**src/rtl/rggen_axi4lite_slice.sv**
```systemverilog
// rggen_axi4lite_slice: AXI4-Lite register slice with per-direction outstanding limiter.
// Latency: 0 (mode 0) or 1 (modes 1/2) cycle per channel; pending counts are registered.
// Backpressure: mode 1 has a combinational ready path; mode 2 presents a registered ready.
//   Slave awready/arready are also held low while the write/read count sits at MAX_OUTSTANDING.
// Ports: i_clk/i_rst (sync, active-high); i_s_*/o_s_* = upstream slave side (from master);
//   o_m_*/i_m_* = downstream master side (to register block); o_write_pending/o_read_pending.

// rggen_axi4lite_slice_ch: one valid/ready channel stage (bypass / forward / full skid).
// Latency: 0 for MODE 0, 1 for MODE 1 and 2.
// Backpressure: MODE 1 in_rdy depends combinationally on out_rdy; MODE 2 in_rdy is a flop.
module rggen_axi4lite_slice_ch #(
  parameter int MODE  = 2,
  parameter int WIDTH = 1
)(
  input  logic             i_clk,
  input  logic             i_rst,
  input  logic             i_in_vld,
  output logic             o_in_rdy,
  input  logic [WIDTH-1:0] i_in_dat,
  output logic             o_out_vld,
  input  logic             i_out_rdy,
  output logic [WIDTH-1:0] o_out_dat
);
  if (MODE == 0) begin : g_bypass
    assign o_out_vld = i_in_vld;
    assign o_out_dat = i_in_dat;
    assign o_in_rdy  = i_out_rdy;
  end else if (MODE == 1) begin : g_fwd
    logic             r_vld;
    logic [WIDTH-1:0] r_dat;
    // Stage can take a beat when empty or when its current beat leaves this cycle.
    assign o_in_rdy  = !r_vld || i_out_rdy;
    assign o_out_vld = r_vld;
    assign o_out_dat = r_dat;
    always_ff @(posedge i_clk) begin
      if (i_rst) begin
        r_vld <= 1'b0;
        r_dat <= '0;
      end else if (o_in_rdy) begin
        r_vld <= i_in_vld;
        if (i_in_vld) r_dat <= i_in_dat;
      end
    end
  end else begin : g_skid
    logic             r_main_vld;
    logic             r_skid_vld;
    logic [WIDTH-1:0] r_main;
    logic [WIDTH-1:0] r_skid;
    logic             w_in_hs;
    logic             w_main_free;
    // Ready only reflects the skid flop, so upstream never sees a combinational path.
    assign o_in_rdy    = !r_skid_vld;
    assign w_in_hs     = i_in_vld && !r_skid_vld;
    assign w_main_free = !r_main_vld || i_out_rdy;
    assign o_out_vld   = r_main_vld;
    assign o_out_dat   = r_main;
    always_ff @(posedge i_clk) begin
      if (i_rst) begin
        r_main_vld <= 1'b0;
        r_skid_vld <= 1'b0;
        r_main     <= '0;
        r_skid     <= '0;
      end else if (w_main_free) begin
        // Skid holds the older beat, so it always refills main first (order kept).
        if (r_skid_vld) begin
          r_main     <= r_skid;
          r_main_vld <= 1'b1;
          r_skid_vld <= 1'b0;
        end else begin
          r_main_vld <= w_in_hs;
          if (w_in_hs) r_main <= i_in_dat;
        end
      end else if (w_in_hs) begin
        r_skid     <= i_in_dat;
        r_skid_vld <= 1'b1;
      end
    end
  end
endmodule

module rggen_axi4lite_slice #(
  parameter int ID_WIDTH        = 0,
  parameter int ADDRESS_WIDTH   = 16,
  parameter int BUS_WIDTH       = 32,
  parameter int AW_MODE         = 2,
  parameter int W_MODE          = 2,
  parameter int B_MODE          = 2,
  parameter int AR_MODE         = 2,
  parameter int R_MODE          = 2,
  parameter int MAX_OUTSTANDING = 4,
  localparam int IW = (ID_WIDTH > 0) ? ID_WIDTH : 1,
  localparam int CW = $clog2(MAX_OUTSTANDING + 1)
)(
  input  logic                     i_clk,
  input  logic                     i_rst,
  // upstream slave side
  input  logic                     i_s_awvalid,
  output logic                     o_s_awready,
  input  logic [IW-1:0]            i_s_awid,
  input  logic [ADDRESS_WIDTH-1:0] i_s_awaddr,
  input  logic [2:0]               i_s_awprot,
  input  logic                     i_s_wvalid,
  output logic                     o_s_wready,
  input  logic [BUS_WIDTH-1:0]     i_s_wdata,
  input  logic [BUS_WIDTH/8-1:0]   i_s_wstrb,
  output logic                     o_s_bvalid,
  input  logic                     i_s_bready,
  output logic [IW-1:0]            o_s_bid,
  output logic [1:0]               o_s_bresp,
  input  logic                     i_s_arvalid,
  output logic                     o_s_arready,
  input  logic [IW-1:0]            i_s_arid,
  input  logic [ADDRESS_WIDTH-1:0] i_s_araddr,
  input  logic [2:0]               i_s_arprot,
  output logic                     o_s_rvalid,
  input  logic                     i_s_rready,
  output logic [IW-1:0]            o_s_rid,
  output logic [BUS_WIDTH-1:0]     o_s_rdata,
  output logic [1:0]               o_s_rresp,
  // downstream master side
  output logic                     o_m_awvalid,
  input  logic                     i_m_awready,
  output logic [IW-1:0]            o_m_awid,
  output logic [ADDRESS_WIDTH-1:0] o_m_awaddr,
  output logic [2:0]               o_m_awprot,
  output logic                     o_m_wvalid,
  input  logic                     i_m_wready,
  output logic [BUS_WIDTH-1:0]     o_m_wdata,
  output logic [BUS_WIDTH/8-1:0]   o_m_wstrb,
  input  logic                     i_m_bvalid,
  output logic                     o_m_bready,
  input  logic [IW-1:0]            i_m_bid,
  input  logic [1:0]               i_m_bresp,
  output logic                     o_m_arvalid,
  input  logic                     i_m_arready,
  output logic [IW-1:0]            o_m_arid,
  output logic [ADDRESS_WIDTH-1:0] o_m_araddr,
  output logic [2:0]               o_m_arprot,
  input  logic                     i_m_rvalid,
  output logic                     o_m_rready,
  input  logic [IW-1:0]            i_m_rid,
  input  logic [BUS_WIDTH-1:0]     i_m_rdata,
  input  logic [1:0]               i_m_rresp,
  // status
  output logic [CW-1:0]            o_write_pending,
  output logic [CW-1:0]            o_read_pending
);
  localparam int SW  = BUS_WIDTH / 8;
  localparam int AXW = IW + ADDRESS_WIDTH + 3;
  localparam int WW  = BUS_WIDTH + SW;
  localparam int BW  = IW + 2;
  localparam int RW  = IW + BUS_WIDTH + 2;

  // With no ID bits the ID fields are a dummy bit tied to zero in both directions.
  logic [IW-1:0] w_awid, w_arid, w_bid, w_rid;
  assign w_awid = (ID_WIDTH == 0) ? '0 : i_s_awid;
  assign w_arid = (ID_WIDTH == 0) ? '0 : i_s_arid;
  assign w_bid  = (ID_WIDTH == 0) ? '0 : i_m_bid;
  assign w_rid  = (ID_WIDTH == 0) ? '0 : i_m_rid;

  logic [CW-1:0] r_wcnt, r_rcnt;
  logic          w_wfull, w_rfull;
  logic          w_aw_in_rdy, w_ar_in_rdy;
  logic          w_aw_hs, w_b_hs, w_ar_hs, w_r_hs;
  logic [AXW-1:0] w_aw_out, w_ar_out;
  logic [WW-1:0]  w_w_out;
  logic [BW-1:0]  w_b_out;
  logic [RW-1:0]  w_r_out;

  assign w_wfull = (r_wcnt == CW'(MAX_OUTSTANDING));
  assign w_rfull = (r_rcnt == CW'(MAX_OUTSTANDING));

  // The limiter masks valid into the slice and ready out of it, so slice state is untouched.
  assign o_s_awready = w_aw_in_rdy && !w_wfull;
  assign o_s_arready = w_ar_in_rdy && !w_rfull;

  assign w_aw_hs = i_s_awvalid && o_s_awready;
  assign w_b_hs  = o_s_bvalid && i_s_bready;
  assign w_ar_hs = i_s_arvalid && o_s_arready;
  assign w_r_hs  = o_s_rvalid && i_s_rready;

  rggen_axi4lite_slice_ch #(.MODE(AW_MODE), .WIDTH(AXW)) u_aw (
    .i_clk(i_clk), .i_rst(i_rst),
    .i_in_vld(i_s_awvalid && !w_wfull), .o_in_rdy(w_aw_in_rdy),
    .i_in_dat({w_awid, i_s_awaddr, i_s_awprot}),
    .o_out_vld(o_m_awvalid), .i_out_rdy(i_m_awready), .o_out_dat(w_aw_out)
  );
  assign {o_m_awid, o_m_awaddr, o_m_awprot} = w_aw_out;

  rggen_axi4lite_slice_ch #(.MODE(W_MODE), .WIDTH(WW)) u_w (
    .i_clk(i_clk), .i_rst(i_rst),
    .i_in_vld(i_s_wvalid), .o_in_rdy(o_s_wready),
    .i_in_dat({i_s_wdata, i_s_wstrb}),
    .o_out_vld(o_m_wvalid), .i_out_rdy(i_m_wready), .o_out_dat(w_w_out)
  );
  assign {o_m_wdata, o_m_wstrb} = w_w_out;

  rggen_axi4lite_slice_ch #(.MODE(B_MODE), .WIDTH(BW)) u_b (
    .i_clk(i_clk), .i_rst(i_rst),
    .i_in_vld(i_m_bvalid), .o_in_rdy(o_m_bready),
    .i_in_dat({w_bid, i_m_bresp}),
    .o_out_vld(o_s_bvalid), .i_out_rdy(i_s_bready), .o_out_dat(w_b_out)
  );
  assign {o_s_bid, o_s_bresp} = w_b_out;

  rggen_axi4lite_slice_ch #(.MODE(AR_MODE), .WIDTH(AXW)) u_ar (
    .i_clk(i_clk), .i_rst(i_rst),
    .i_in_vld(i_s_arvalid && !w_rfull), .o_in_rdy(w_ar_in_rdy),
    .i_in_dat({w_arid, i_s_araddr, i_s_arprot}),
    .o_out_vld(o_m_arvalid), .i_out_rdy(i_m_arready), .o_out_dat(w_ar_out)
  );
  assign {o_m_arid, o_m_araddr, o_m_arprot} = w_ar_out;

  rggen_axi4lite_slice_ch #(.MODE(R_MODE), .WIDTH(RW)) u_r (
    .i_clk(i_clk), .i_rst(i_rst),
    .i_in_vld(i_m_rvalid), .o_in_rdy(o_m_rready),
    .i_in_dat({w_rid, i_m_rdata, i_m_rresp}),
    .o_out_vld(o_s_rvalid), .i_out_rdy(i_s_rready), .o_out_dat(w_r_out)
  );
  assign {o_s_rid, o_s_rdata, o_s_rresp} = w_r_out;

  // Request and response in the same cycle cancel; a response at zero is held, not wrapped.
  always_ff @(posedge i_clk) begin
    if (i_rst) begin
      r_wcnt <= '0;
      r_rcnt <= '0;
    end else begin
      if (w_aw_hs && !w_b_hs) r_wcnt <= r_wcnt + CW'(1);
      else if (!w_aw_hs && w_b_hs && (r_wcnt != '0)) r_wcnt <= r_wcnt - CW'(1);
      if (w_ar_hs && !w_r_hs) r_rcnt <= r_rcnt + CW'(1);
      else if (!w_ar_hs && w_r_hs && (r_rcnt != '0)) r_rcnt <= r_rcnt - CW'(1);
    end
  end

  assign o_write_pending = r_wcnt;
  assign o_read_pending  = r_rcnt;

  // A response with nothing outstanding means the downstream block misbehaved.
  a_no_b_at_zero: assert property (@(posedge i_clk) disable iff (i_rst)
    !(w_b_hs && (r_wcnt == '0)));
  a_no_r_at_zero: assert property (@(posedge i_clk) disable iff (i_rst)
    !(w_r_hs && (r_rcnt == '0)));
endmodule

```
**config.mk**
```make
export PLATFORM = sky130hd
export DESIGN_NAME = rggen_axi4lite_slice
export DESIGN_NICKNAME = d
export VERILOG_FILES = /design/src/rtl/rggen_axi4lite_slice.sv
export SDC_FILE = /design/constraint.sdc
export NUM_CORES = 1
export LEC_CHECK = 0
export BUFFER_PORTS_ARGS = -buffer_cell sky130_fd_sc_hd__buf_2
export CORE_MARGIN = 2
export CORE_UTILIZATION = 39
export CTS_CLUSTER_DIAMETER = 40
export CTS_CLUSTER_SIZE = 25
export DETAILED_ROUTE_END_ITERATION = 8
export GPL_ROUTABILITY_DRIVEN = 0
export PLACE_DENSITY = 0.64
export SLEW_MARGIN = 0
export SYNTH_ARGS = -nofsm -noshare
export SYNTH_HDL_FRONTEND = slang
export SYNTH_SLANG_ARGS = --single-unit
```
**constraint.sdc**
```tcl
create_clock -name i_clk -period 3 [get_ports i_clk]
set_clock_uncertainty 0.1 [all_clocks]
set_input_delay 0.3 -clock i_clk [delete_from_list [all_inputs] [get_ports i_clk]]
set_output_delay 0.3 -clock i_clk [all_outputs]
set_load 0.005 [all_outputs]
```
# [Word-level counts from Yosys, hierarchy flattened]
# Cells that the tools add are included.
[classes] add_sub_neg=4 multipliers=0 n_div=0 magnitude_cmp=0 n_eq_ne=2 shifts=0 n_mux=19 bitwise_logic=5 n_reduce_logical=64
[ops] operator="$mux W20" count=4
[ops] operator="$mux W36" count=2
[ops] operator="$mux W35" count=2
[ops] operator="$reduce_and A2 Y1" count=10
[ops] operator="$logic_and A1 B1 Y1" count=19
[ops] operator="$mux W3" count=6
[ops] operator="$logic_not A1 Y1" count=16
[ops] operator="$reduce_bool A2 Y1" count=7
[ops] operator="$reduce_or A2 Y1" count=5
[ops] operator="$add A3 B1 Y3 const B" count=2
[ops] operator="$eq A3 B3 Y1 const B" count=2
[ops] operator="$reduce_bool A3 Y1" count=2
[ops] operator="$sub A3 B1 Y3 const B" count=2
[ops] operator="$logic_or A1 B1 Y1" count=5
[ops] operator="$mux W1" count=5
[ops] operator="$not A1 Y1" count=5
[totals] ff_bits=240 latch_bits=0 mem_bits_rw=0 romBits=0 in_bits=126 out_inout_bits=130 word_cells=116 n_memories=0

# [Logic depth before layout (Yosys ltp)]
[logic_depth] depth_word=9 depth_mapped=8 depth_no_buf=7

# [By module]
# Synthesis repeated with hierarchy kept, for this count alone.
[unflattened] hier_cells=1132 hier_area_um2=10670.2
[by_module_without_submodules] module="rggen_axi4lite_slice_ch at u_ar ..." instances=2 cells_each=189 area_each_um2=1801.7 seq_area_each_um2=840.8
[by_module_without_submodules] module="rggen_axi4lite_slice_ch at u_w" instances=1 cells_each=332 area_each_um2=3129.3 seq_area_each_um2=1481.4
[by_module_without_submodules] module="rggen_axi4lite_slice_ch at u_r" instances=1 cells_each=323 area_each_um2=3052.9 seq_area_each_um2=1441.4
[by_module_without_submodules] module="rggen_axi4lite_slice" instances=1 cells_each=65 area_each_um2=511.7 seq_area_each_um2=120.1
[by_module_without_submodules] module="rggen_axi4lite_slice_ch at u_b" instances=1 cells_each=34 area_each_um2=372.9 seq_area_each_um2=160.2

# [Worst setup path before layout]
# OpenSTA, ideal clock, no wires.
[synth_timing] path_kind="register to register" start="reg r_rcnt[0] (netlist: o_read_pending[0])" end="reg r_rcnt[2] (netlist: o_read_pending[2])" setup_time_ps=115 arrival_time_ps=1890 required_ps=2785 setup_slack_ps=896 path_stages_with_launch=8 path_buffers=1 path_cell_list="dfxtp_1 -> or3b_1 -> clkbuf_1 -> nand3_1 -> fa_1 -> nor3_1 -> nor3_1 -> a2111oi_0"
[synth_between] elab_chain_cells=8
[synth_lines] element="start, declared" line_no="161" rtl="logic [CW-1:0] r_wcnt, r_rcnt;"
[synth_lines] element="start signal, assigned" line_no="230" rtl="if (w_ar_hs && !w_r_hs) r_rcnt <= r_rcnt + CW'(1);"
[synth_lines] element="start signal, assigned" line_no="231" rtl="else if (!w_ar_hs && w_r_hs && (r_rcnt != '0)) r_rcnt <= r_rcnt - CW'(1);"
[synth_lines] element="$eq A3 B3 Y1" line_no="171" rtl="assign w_rfull = (r_rcnt == CW'(MAX_OUTSTANDING));"
[synth_lines] element="$logic_not A1 Y1" line_no="175" rtl="assign o_s_arready = w_ar_in_rdy && !w_rfull;"
[synth_lines] element="$logic_and A1 B1 Y1" line_no="175"
[synth_lines] element="$logic_and A1 B1 Y1" line_no="179" rtl="assign w_ar_hs = i_s_arvalid && o_s_arready;"
[synth_lines] element="$logic_not A1 Y1" line_no="231"
[synth_lines] element="$logic_and A1 B1 Y1 (2 in series)" line_no="231"
[synth_lines] element="$reduce_bool A2 Y1 (no line)"
# Parallel ways exist; a longest one is shown, timed or not. The select of a mux whose other input is x is not followed.
# A chain may end at the register's enable or synchronous reset.

# [Worst setup path in the final report]
[layout_timing] start="reg r_wcnt[0] (netlist: o_write_pending[0])" end="reg r_wcnt[1] (netlist: o_write_pending[1])"
[layout_between] elab_chain_cells=8
[layout_lines] element="start, declared" line_no="161"
[layout_lines] element="start signal, assigned" line_no="228" rtl="if (w_aw_hs && !w_b_hs) r_wcnt <= r_wcnt + CW'(1);"
[layout_lines] element="start signal, assigned" line_no="229" rtl="else if (!w_aw_hs && w_b_hs && (r_wcnt != '0)) r_wcnt <= r_wcnt - CW'(1);"
[layout_lines] element="$eq A3 B3 Y1" line_no="170" rtl="assign w_wfull = (r_wcnt == CW'(MAX_OUTSTANDING));"
[layout_lines] element="$logic_not A1 Y1" line_no="174" rtl="assign o_s_awready = w_aw_in_rdy && !w_wfull;"
[layout_lines] element="$logic_and A1 B1 Y1" line_no="174"
[layout_lines] element="$logic_and A1 B1 Y1" line_no="177" rtl="assign w_aw_hs = i_s_awvalid && o_s_awready;"
[layout_lines] element="$logic_not A1 Y1" line_no="229"
[layout_lines] element="$logic_and A1 B1 Y1 (2 in series)" line_no="229"
[layout_lines] element="$reduce_bool A2 Y1 (no line)"
# Parallel ways exist; a longest one is shown, timed or not. The select of a mux whose other input is x is not followed.

==> metrics.md <==
| Metric | Value |
|---|---|
| Outcome | complete, no violations |
| Commonest non-fill, non-tap cell in the layout | buf_2 |
| Fraction of synthesized cell area taken by the top area cell type | between 40% and 50% |
| Library cell contributing the largest single delay on the critical path | fa_1 |
| Stage delay of the slowest cell on the critical path | 500 ps |
| Worst Setup Path Type | reg2reg |
| Tightest Hold Check Type | in2reg |
| Worst reg2reg setup slack | about 750 ps |
| Part of the Yosys area used for sequential elements | between 40 and 50% |
| Die Span Y | 161 microns |
| Areal power density over the cells | 681 nW/um^2 |
| Switching Power | around 2.3 mW |
| Pin count of the biggest net entering global routing | between 90 and 100 |
| Final antenna diode count | 0 |
| Total clock buffers created by CTS | 37 |
| Reg clk slew, reported paths | ~60 ps |
| Initial cell density of the core | 39.5% |
| Peak ir drop on the vdd network | 0.460 mV |
| Resize count post-CTS | 0 |
| Total half-perimeter wirelength after legalization and detailed placement | 15.4 mm |
| Number of detailed-routing iterations run before antenna repair | 6 |
| Avg Cell Area, Syn | between 8 and 9 sq um |
| Die outline width | between 150 and 200 microns |
| Internal | slightly below 7 mW |
| Transition time at the pin with the least slew margin | slightly below 900 ps |
| Dominant synthesized flop cell | dfxtp_1 |
| Crit-path cells | or3b_1 -> and3_1 -> inv_1 -> fa_1 -> o21ai_0 -> or3_1 -> o211ai_1 |
| Total track usage | a little under a fifth |
| Sequential group share of total power | around 38% |
| Final Net Count | between 1500 and 2000 |
| Die ar. | roughly 26000 sq um |
| Number of buffers inserted by post-CTS setup repair | 0 |
| Commonest non-fill, non-tap cells in the layout | buf_2, dfxtp_1, nand2_1 |
| Final total negative setup slack | 0 ps |
| Clock sink count | ~240 |
| Cell row count | 57 |
| Buffer depth of the longest clock path | 3 |
| Data required time at the worst endpoint | approximately 3300 ps |
| Logic gate share of total power | approximately 12% |
| Setup repair after global routing missed its margin | false |
| Vias in the first global route | roughly 8400 |
| Critical path startpoint category | flop |
| Top Ports | 256 |
| Number of buffer and inverter instances along the worst setup path | 1 |
| Area Growth Syn to Fin | 40.9% |
| Most area-consuming cells after synthesis | dfxtp_1, mux2i_1, nand2_1 |
| Gate count of the mapped netlist | approximately 1100 |
| Filler cell count in the final layout | about 2100 |
| Worst setup EP type | flop |
| Slew Viols, Final | 0 |
| EDFF count, synth | 0 |
| Shortest clock period the worst path allows after layout | between 2000 and 2500 ps |
| Asr flop ratio synth | 0% |
| Flops & latches, synth | 236 |
| Count of unique library cells instantiated by Yosys | 38 |
| Number of endpoints with negative hold slack in the final report | 0 |
| Antenna violations before repair | 0 |
| Leftover overflow at the end of global routing | 0 |
| Part of the power in the clock network | about half |
| Worst-case headroom to the max-slew limit | 41.8% |
| Cell accounting for the most synthesized area | dfxtp_1 |
| Share of final-layout standard cells stronger than drive strength 1 | 24.2% |
| Leakage power summed over all cells | approximately 5.3 nW |
| DRT antenna net count | 0 |
| Hold buffers post-CTS | 112 |
| Initial detailed-routing violation count | 440 |
| Maximum capacitance violations | 0 |
| Switching portion of total power | 24.6% |
| Number of H-tree levels | 2 |
| Worst skew pair latency | 500 ps |
| Worst-path fanout max | 8 |
| Highest achievable clock rate | 445 MHz |
| Count of input and output buffers | 247 |
| Via count of the routed design | 8765 |
| Total placed cells including tap cells | about 1600 |
| Final count of negative-setup-slack endpoints | 0 |
| CTS tree | yes |
| Number of remaining DRC errors | 0 |
| Ratio of final minimum period to clock period | between 70 and 80% |
| Area of the mapped netlist | 9560 sq um |
| Data arrival at the endpoint of the critical path | about 2600 ps |
| First-pass GRT wire length | around 41 mm |
| Delay-heaviest family, CP | simple AND/OR/NAND/NOR gates |
| Yosys warning count | 0 |
| Cell at the root of the clock tree | clkbuf_16 |
| Average via count per standard cell | approximately 5.0 |
| Total Routed Length | 25.0 mm |
| Non-Filler Instances | between 1500 and 2000 |
| Routed WL per cell | around 14 microns |
| Placeable core region | about 24000 sq um |
==> sequential cells by signal, summed over array words and instances (netlist names) <==
signal,count
u_w.g_skid.r_skid,36
o_read_pending,3
u_aw.o_out_dat,19
u_aw.o_out_vld,1
u_w.o_out_dat,36
u_w.g_skid.r_skid_vld,1
u_b.g_skid.r_skid_vld,1
o_write_pending,3
u_ar.o_out_vld,1
u_r.g_skid.r_skid_vld,1
u_r.g_skid.r_skid,34
u_aw.g_skid.r_skid,19
u_b.o_out_dat,2
u_w.o_out_vld,1
u_aw.g_skid.r_skid_vld,1
u_r.o_out_dat,34
u_b.o_out_vld,1
u_ar.g_skid.r_skid,19
u_b.g_skid.r_skid,2
u_ar.g_skid.r_skid_vld,1
u_ar.o_out_dat,19
u_r.o_out_vld,1
==> path summary, 6_finish.rpt <==
path	startpoint	cells after the start	endpoint
setup reg to reg	o_write_pending[0]	7	o_write_pending[1]
setup / recovery	o_write_pending[0]	7	o_write_pending[1]
hold reg to reg	u_w.g_skid.r_skid[8]	2	u_w.g_skid.r_skid[8]
hold / removal	i_s_rready	3	u_r.g_skid.r_skid_vld
==> power by group through the flow <==
| stage | clock (mW) | sequential (mW) | combinational (mW) |
|---|---|---|---|
| detailed placement | 0 | 3.55 | 1.01 |
| global route | 4.80 | 3.51 | 1.25 |
| global placement | 0 | 3.54 | 0.996 |
| floorplan | 0 | 3.55 | 0.597 |
| finish | 4.56 | 3.49 | 1.13 |
| CTS | 4.66 | 3.49 | 1.13 |
==> synthesized netlist by cell type, types with 2 or more instances <==
library cell,n
buf_6,2
nor2b_1,6
and3_1,5
dfxtp_1,236
o211ai_1,3
or3b_1,2
or3_1,3
fa_1,2
nand3_1,7
a21o_1,3
inv_1,5
a221oi_1,2
nand2_1,220
buf_1,6
mux2i_1,112
nand2b_1,7
xor2_1,2
a21oi_1,157
nor3b_1,2
a211oi_2,10
nor3_1,9
clkbuf_1,71
nor2_1,86
o21ai_0,4
buf_4,4
a211oi_1,102
buf_2,12
==> kinds of logic (layout without fill, tap and decap cells) <==
kind of cell    Yosys count  count (layout)  synth area share (%)
fa+ha+maj                 2               2                 0.419
buf+inv                 100             452                  4.40
flops                   236             236                  49.4
simple gates            352             352                  15.0
xor+xnor                  2               2                 0.183
mux                     112             112                  11.7
compound gates          286             286                  18.8
other cells               1               4                0.0392
==> worst reg2reg max path, delay by kind of cell (launching register included) <==
kind / cells / cell delay [ps]
buf+inv: 1 / 90
simple gates: 3 / 830
flops: 1 / 480
compound gates: 2 / 160
fa+ha+maj: 1 / 500
==> through the flow <==
| stage | power, mW | hold WS, ps | instance area (sq um) | utilization (%) | worst slack (ps) |
|---|---|---|---|---|---|
| 4_1_cts | 9.27 | 1.67 | 13500 | 55.7 | 704 |
| 6_report | 9.18 | 22.2 | 13500 | 55.7 | 755 |
| 3_5_place_dp | 4.56 | 346 | 11000 | 45.5 | 787 |
| 2_1_floorplan | 4.14 | 336 | 9570 | - | 896 |
| 3_3_place_gp | 4.54 | 341 | 11000 | 45.5 | 844 |
| 5_1_grt | 9.57 | 58.0 | 13500 | 55.7 | 562 |
==> final cells by class <==
type / instances / area (sq um) / area share [%]
sequential: 236 / 4730 / 35.1
multi-input combinational: 758 / 4440 / 33.0
timing repair buffer: 381 / 2540 / 18.9
clock buffer: 43 / 1010 / 7.51
tap: 324 / 405 / 3.01
clock inverter: 23 / 323 / 2.40
inverter: 5 / 18.8 / 0.139
==> per-layer routing <==
layer  track usage [%]  routed length, microns  vias to the layer above
li1                  -                       -                     4467
met1              24.3                   11200                     3992
met2              31.6                   11500                      246
met3              4.18                    1540                       60
met4              7.62                     751                        0
met5                 0                       0                        -
Power figures use the tool's default switching activity.
